## config.mk

```make
export PLATFORM = sky130hd
export DESIGN_NAME = uart_rx
export DESIGN_NICKNAME = d
export VERILOG_FILES = /design/src/rtl/uart_pkg.sv /design/src/rtl/sync_2ff.sv /design/src/rtl/uart_rx.sv
export SDC_FILE = /design/constraint.sdc
export NUM_CORES = 1
export LEC_CHECK = 0
export ABC_CLOCK_PERIOD_IN_PS = 2210
export CAP_MARGIN = 0
export CORE_UTILIZATION = 45
export CTS_BUF_LIST = sky130_fd_sc_hd__clkbuf_4
export DETAILED_ROUTE_END_ITERATION = 16
export PLACE_DENSITY_LB_ADDON = 0.1
export SLEW_MARGIN = 40
export SYNTH_ARGS = -nofsm -noshare
export SYNTH_HDL_FRONTEND = slang
export SYNTH_HIERARCHICAL = 1
export SYNTH_SLANG_ARGS = --single-unit
```

## constraint.sdc

```tcl
create_clock -name clk -period 2.21 [get_ports clk]
set_input_delay 0.221 -clock clk [delete_from_list [all_inputs] [get_ports clk]]
set_output_delay 0.221 -clock clk [all_outputs]
set_load 0.03 [all_outputs]
```

## src/rtl/uart_pkg.sv

```systemverilog
// Shared definitions for the UART receiver: FSM state encoding and parity modes.
package uart_pkg;

    localparam int PAR_NONE = 0;
    localparam int PAR_ODD  = 1;
    localparam int PAR_EVEN = 2;

    typedef enum logic [2:0] {
        S_IDLE,
        S_START,
        S_DATA,
        S_PARITY,
        S_STOP,
        S_BREAK
    } rx_state_t;

    // Expected parity bit for a word whose XOR-reduction is data_xor.
    function automatic logic parity_bit(input logic data_xor, input int mode);
        return (mode == PAR_ODD) ? ~data_xor : data_xor;
    endfunction

endpackage

```

## src/rtl/sync_2ff.sv

```systemverilog
// Two-flop synchroniser for a single asynchronous input, reset to a chosen level.
module sync_2ff #(
    parameter logic RESET_VAL = 1'b1
) (
    input  logic clk,
    input  logic reset,
    input  logic d_i,
    output logic q_o
);

    logic meta_q;
    logic sync_q;

    // NOTE: sequential state is written with non-blocking assignments so both flops
    // sample their inputs from the same edge; blocking here would collapse the chain.
    always_ff @(posedge clk or negedge reset) begin
        if (!reset) begin
            meta_q <= RESET_VAL;
            sync_q <= RESET_VAL;
        end else begin
            meta_q <= d_i;
            sync_q <= meta_q;
        end
    end

    assign q_o = sync_q;

endmodule

```

## src/rtl/uart_rx.sv

```systemverilog
// Oversampling UART receiver: majority-voted bits, optional parity, break detection,
// single-word output buffer with valid/ready handshake and one-clk error pulses.
module uart_rx
    import uart_pkg::*;
#(
    parameter int OVS_FACTOR = 16,
    parameter int DATA_BITS  = 8,
    parameter int PARITY     = PAR_NONE
) (
    input  logic                 clk,
    input  logic                 reset,
    input  logic                 tick_16x,
    input  logic                 rx,
    output logic [DATA_BITS-1:0] rx_data,
    output logic                 rx_valid,
    input  logic                 rx_ready,
    output logic                 frame_err,
    output logic                 parity_err,
    output logic                 overrun_err
);

    localparam int CW = $clog2(OVS_FACTOR);
    localparam int BW = $clog2(DATA_BITS);

    localparam logic [CW-1:0] CNT_LAST   = CW'(OVS_FACTOR - 1);
    localparam logic [CW-1:0] VOTE_FIRST = CW'(OVS_FACTOR / 2 - 1);
    localparam logic [CW-1:0] VOTE_LAST  = CW'(OVS_FACTOR / 2 + 1);
    localparam logic [BW-1:0] BIT_LAST   = BW'(DATA_BITS - 1);

    if (OVS_FACTOR < 8 || (OVS_FACTOR & (OVS_FACTOR - 1)) != 0) begin : g_bad_ovs
        $error("uart_rx: OVS_FACTOR must be a power of 2 and at least 8");
    end
    if (DATA_BITS < 5 || DATA_BITS > 9) begin : g_bad_bits
        $error("uart_rx: DATA_BITS must be in 5..9");
    end

    logic                 rx_s;
    rx_state_t            state_q;
    logic [CW-1:0]        cnt_q;
    logic [1:0]           ones_q;
    logic [1:0]           ones_d;
    logic [BW-1:0]        bit_idx_q;
    logic [DATA_BITS-1:0] shift_q;
    logic                 par_err_q;
    logic [DATA_BITS-1:0] rx_data_q;
    logic                 rx_valid_q;
    logic                 frame_err_q;
    logic                 parity_err_q;
    logic                 overrun_err_q;

    logic in_window;
    logic voted;
    logic exp_par;
    logic handshake;

    sync_2ff #(.RESET_VAL(1'b1)) u_sync (
        .clk   (clk),
        .reset (reset),
        .d_i   (rx),
        .q_o   (rx_s)
    );

    // Samples at the three centre ticks are accumulated; the vote is final on the
    // last of them, so the bit decision uses the running count plus the current sample.
    assign in_window = (cnt_q >= VOTE_FIRST) && (cnt_q <= VOTE_LAST);
    assign ones_d    = ones_q + {1'b0, rx_s};
    assign voted     = ones_d[1];
    assign exp_par   = parity_bit(^shift_q, PARITY);
    assign handshake = rx_valid_q && rx_ready;

    always_ff @(posedge clk or negedge reset) begin
        if (!reset) begin
            state_q       <= S_IDLE;
            cnt_q         <= '0;
            ones_q        <= '0;
            bit_idx_q     <= '0;
            shift_q       <= '0;
            par_err_q     <= 1'b0;
            rx_data_q     <= '0;
            rx_valid_q    <= 1'b0;
            frame_err_q   <= 1'b0;
            parity_err_q  <= 1'b0;
            overrun_err_q <= 1'b0;
        end else begin
            frame_err_q   <= 1'b0;
            parity_err_q  <= 1'b0;
            overrun_err_q <= 1'b0;
            if (handshake) begin
                rx_valid_q <= 1'b0;
            end

            if (tick_16x) begin
                cnt_q <= cnt_q + 1'b1;
                if (in_window) begin
                    ones_q <= ones_d;
                end
                if (cnt_q == CNT_LAST) begin
                    ones_q <= '0;
                end

                case (state_q)
                    S_IDLE: begin
                        cnt_q     <= '0;
                        ones_q    <= '0;
                        par_err_q <= 1'b0;
                        if (!rx_s) begin
                            state_q <= S_START;
                        end
                    end
                    S_START: begin
                        if (cnt_q == VOTE_LAST && voted) begin
                            state_q <= S_IDLE;
                        end else if (cnt_q == CNT_LAST) begin
                            state_q   <= S_DATA;
                            bit_idx_q <= '0;
                        end
                    end
                    S_DATA: begin
                        if (cnt_q == VOTE_LAST) begin
                            shift_q <= {voted, shift_q[DATA_BITS-1:1]};
                        end
                        if (cnt_q == CNT_LAST) begin
                            if (bit_idx_q == BIT_LAST) begin
                                state_q <= (PARITY == PAR_NONE) ? S_STOP : S_PARITY;
                            end else begin
                                bit_idx_q <= bit_idx_q + 1'b1;
                            end
                        end
                    end
                    S_PARITY: begin
                        if (cnt_q == VOTE_LAST) begin
                            par_err_q <= (voted != exp_par);
                        end
                        if (cnt_q == CNT_LAST) begin
                            state_q <= S_STOP;
                        end
                    end
                    S_STOP: begin
                        // Decide mid stop bit so a back-to-back start edge is not missed.
                        if (cnt_q == VOTE_LAST) begin
                            if (!voted) begin
                                frame_err_q <= 1'b1;
                                state_q     <= S_BREAK;
                            end else begin
                                state_q <= S_IDLE;
                                if (par_err_q) begin
                                    parity_err_q <= 1'b1;
                                end else if (rx_valid_q && !rx_ready) begin
                                    overrun_err_q <= 1'b1;
                                end else begin
                                    rx_data_q  <= shift_q;
                                    rx_valid_q <= 1'b1;
                                end
                            end
                        end
                    end
                    S_BREAK: begin
                        if (rx_s) begin
                            state_q <= S_IDLE;
                        end
                    end
                    default: state_q <= S_IDLE;
                endcase
            end
        end
    end

    assign rx_data     = rx_data_q;
    assign rx_valid    = rx_valid_q;
    assign frame_err   = frame_err_q;
    assign parity_err  = parity_err_q;
    assign overrun_err = overrun_err_q;

endmodule

```

==> results.txt <==
Post-synth top area share: 0.4641
CP top delay family: simple AND/OR/NAND/NOR gates
Synth top area cells: dfrtp_1 (46%), mux2_2 (7.6%), mux2_4 (6.8%)
Max-Cap Viols: 0
Largest net degree at the start of global routing: 36
First-pass GRT wire length: 5595 um
Initial antenna violation count: 0
CTS tree: done
Worst Path Required: 2.45 ns
Layout Cells excl Fill: 224
Clock transition at path regs: 0.11 ns
Clk pwr share: 0.270
Worst setup EP type: register
Switching power: 0.5391 mW
Sequential fraction of the synthesis area: 0.4937
Crit. Startpoint: cnt_q[1]
Final period util: 0.9568
Synth area leader: dfrtp_1
CP cell instances: inv_1 > ha_1 > nand4b_1 > or4_4 > nand2b_4 > mux2_4
Final core utilization: 0.5650
Core area: 0.003716 mm2
Final ANT Viol Nets: 0
FF-to-FF Start: cnt_q[1]
# rows: 22
Mapped Nets: 162
Vias in the first global route: 1,165
Finish-stage setup viols: 0
Total Routing Usage GR: 0.1829
Synth Area in Adders: 0.04219
DR WL/cell: 14.00 um
XOR/XNOR Fraction of Synth Area: 0.05204
Root Buffer: clkbuf_4
Slew HR: 0.7002
FFs w/ async S/R, synth: 1.000
Critical Path Max Stage Delay: 0.56 ns
DRC: 0
PD cells: 811.6 mW/mm2
Crit path DAT: 2.35 ns
I/O pins: 17
IO buf count: 16
Simple-gate area share of the yosys netlist: 0.1470
Final HPWL DP: 2272 um
Distinct cells, synth: 43
Postcts setup bufs: 0
Starting Density: 0.4788
Top cells by count, synth: dfrtp_1 (33), mux2_2 (12), o21ai_0 (11)
Final Net Count: 186
Die height: 64.88 um
Sum Neg Setup Slack: 0 ns
CTS H-tree depth: 2
Unrepaired setup endpoints after global routing: false
Mux cell area share after synthesis: 0.1435
Hold crit path type: input pin to asynchronous set/reset pin
Count leader, synth: dfrtp_1
Max Slew Vio Count: 0
DP Cell Count: 216
Syn avg cell area: 11.78 um2
Min Tclk post-route: 2.114 ns
Sequential share of power: 0.451
Syn. warnings: 6
CP max-delay cell: or4_4
Maximum clock path buffer count: 2
Combinational Power Share: 0.278
CTS buffer count: 5
DIE AREA: 0.004209 mm2
Number of clock sinks: 35
Leak pwr: 0.9863 nW
Crit path buffers/inverters: 1
Layout fillers: 335
Gp weighted congestion: 0.9425
Worst-path fanout max: 8
Fin. Hold Viols: 0
Int Pwr: 1.165 mW
Net Sw Frac: 0.3164
Status: finished, final reports clean
Worst-margin pin slew: 0.4492 ns
Crit path launch type: register
Layout cell share with drive strength beyond 1: 0.2557
CP Class: register to register
Post-synth EDFFs: 0
Combinational family with the most area after synthesis: simple AND/OR/NAND/NOR gates
Setup Skew: 0.007717 ns
Initial DRC Count: 71
DR vias: 1,185
DRT Pass-1 Iters: 4
Synth Area in Compound Gates: 0.08368
Post-Syn Area: 0.001779 mm2
Syn-to-layout area delta: 18.00%
Cells after Synth: 151
Yosys reg bits: 35
Die W: 64.88 um
# hold bufs at CTS: 0
Skew-Pair Late Insertion Delay: 0.34 ns
Total grt overflow: 0
Top FF cell, synth: dfrtp_1
Vias per inst: 5.290
Drt total wl: 3135 um
VDD IR max: 677.5 uV
Peak Freq: 472.9 MHz
Ant diodes: 0
==> layout make-up <==
class / count / area [um2] / share of cell area
multi-input cells: 103 / 840.8 / 0.4005
repair buffers: 23 / 212.7 / 0.1013
well taps: 48 / 60.06 / 0.02861
clock inverters: 3 / 43.79 / 0.02086
clock buffers: 5 / 37.54 / 0.01788
flip-flops and latches: 35 / 878.3 / 0.4184
inverters: 7 / 26.28 / 0.01251
==> cell usage in the layout (no fill, tap or decap), types with 2 or more instances in the layout <==
cell type / instances
dfrtp_1: 33
and3_1: 4
o21ai_0: 11
or2_2: 2
mux2_4: 8
clkdlybuf4s50_1: 16
mux2_2: 12
inv_1: 7
a21oi_1: 3
nand3b_1: 2
xnor2_1: 6
ha_1: 6
dfstp_2: 2
buf_4: 7
nand3_1: 5
nor2_1: 8
nor3_1: 5
clkbuf_4: 5
nand2_1: 6
==> sequential cells by signal, summed over array words and instances (netlist names) <==
name           flops
overrun_err        1
rx_valid           1
parity_err         1
bit_idx_q          3
frame_err          1
u_sync/meta_q      1
par_err_q          1
ones_q             2
state_q            3
shift_q            8
cnt_q              4
rx_data            8
u_sync/q_o         1
==> routing by layer <==
layer | routed length [um] | global-route usage | up-vias
met5 | 0 | 0 | -
met4 | 54 | 0.07500 | 0
met3 | 169 | 0.05282 | 7
met2 | 1402 | 0.2643 | 35
met1 | 1509 | 0.2551 | 561
li1 | - | - | 582
==> cells by family (layout without fill, tap and decap cells) <==
group / count (synthesis) / count (layout)
flip-flops: 35 / 35
multiplexers: 20 / 20
AND/OR/NAND/NOR: 44 / 44
adder cells (fa/ha/maj): 6 / 6
AO/OA/AOI/OAI: 24 / 24
XOR/XNOR: 9 / 9
buffers and inverters: 13 / 38
==> power groups by stage <==
| stage | clock network [mW] | logic, mW | registers (mW) |
|---|---|---|---|
| floorplan | 0 | 0.382 | 0.755 |
| global placement | 0 | 0.451 | 0.774 |
| detailed placement | 0 | 0.465 | 0.778 |
| CTS | 0.474 | 0.465 | 0.767 |
| global route | 0.511 | 0.544 | 0.785 |
| finish | 0.460 | 0.475 | 0.769 |
==> final timing paths <==
check	to	depth (start not counted)	slack [ns]
worst max-delay path	rx_data[3]	6	0.1
worst min-delay path	cnt_q[3]	2	0.28
worst max register to register	rx_data[3]	6	0.1
worst min register to register	u_sync/q_o	0	0.36
max in group asynchronous	u_sync/meta_q	2	1.59
min in group clk	u_sync/meta_q	1	0.29
==> what timing repair did <==
| item | CTS | global route |
|---|---|---|
| endpoints found under the setup margin | 0 | 3 |
| hold endpoints to repair | 0 | 0 |
| gates resized for setup | 0 | 1 |
==> per-stage QoR <==
| stage | worst slack [ns] | hold slack (ns) | power [mW] | cell area [um2] |
|---|---|---|---|---|
| after floorplan | 0.1293 | -0.07459 | 1.137 | 1779 |
| after global placement | 0.1157 | 0.3499 | 1.225 | 2011 |
| after CTS | 0.01819 | 0.2696 | 1.706 | 2092 |
| final | 0.09552 | 0.2770 | 1.704 | 2100 |
| after detailed placement | 0.03331 | 0.3476 | 1.243 | 2011 |
| after global routing | 0.005228 | 0.2729 | 1.839 | 2100 |
Power figures use the tool's default switching activity.
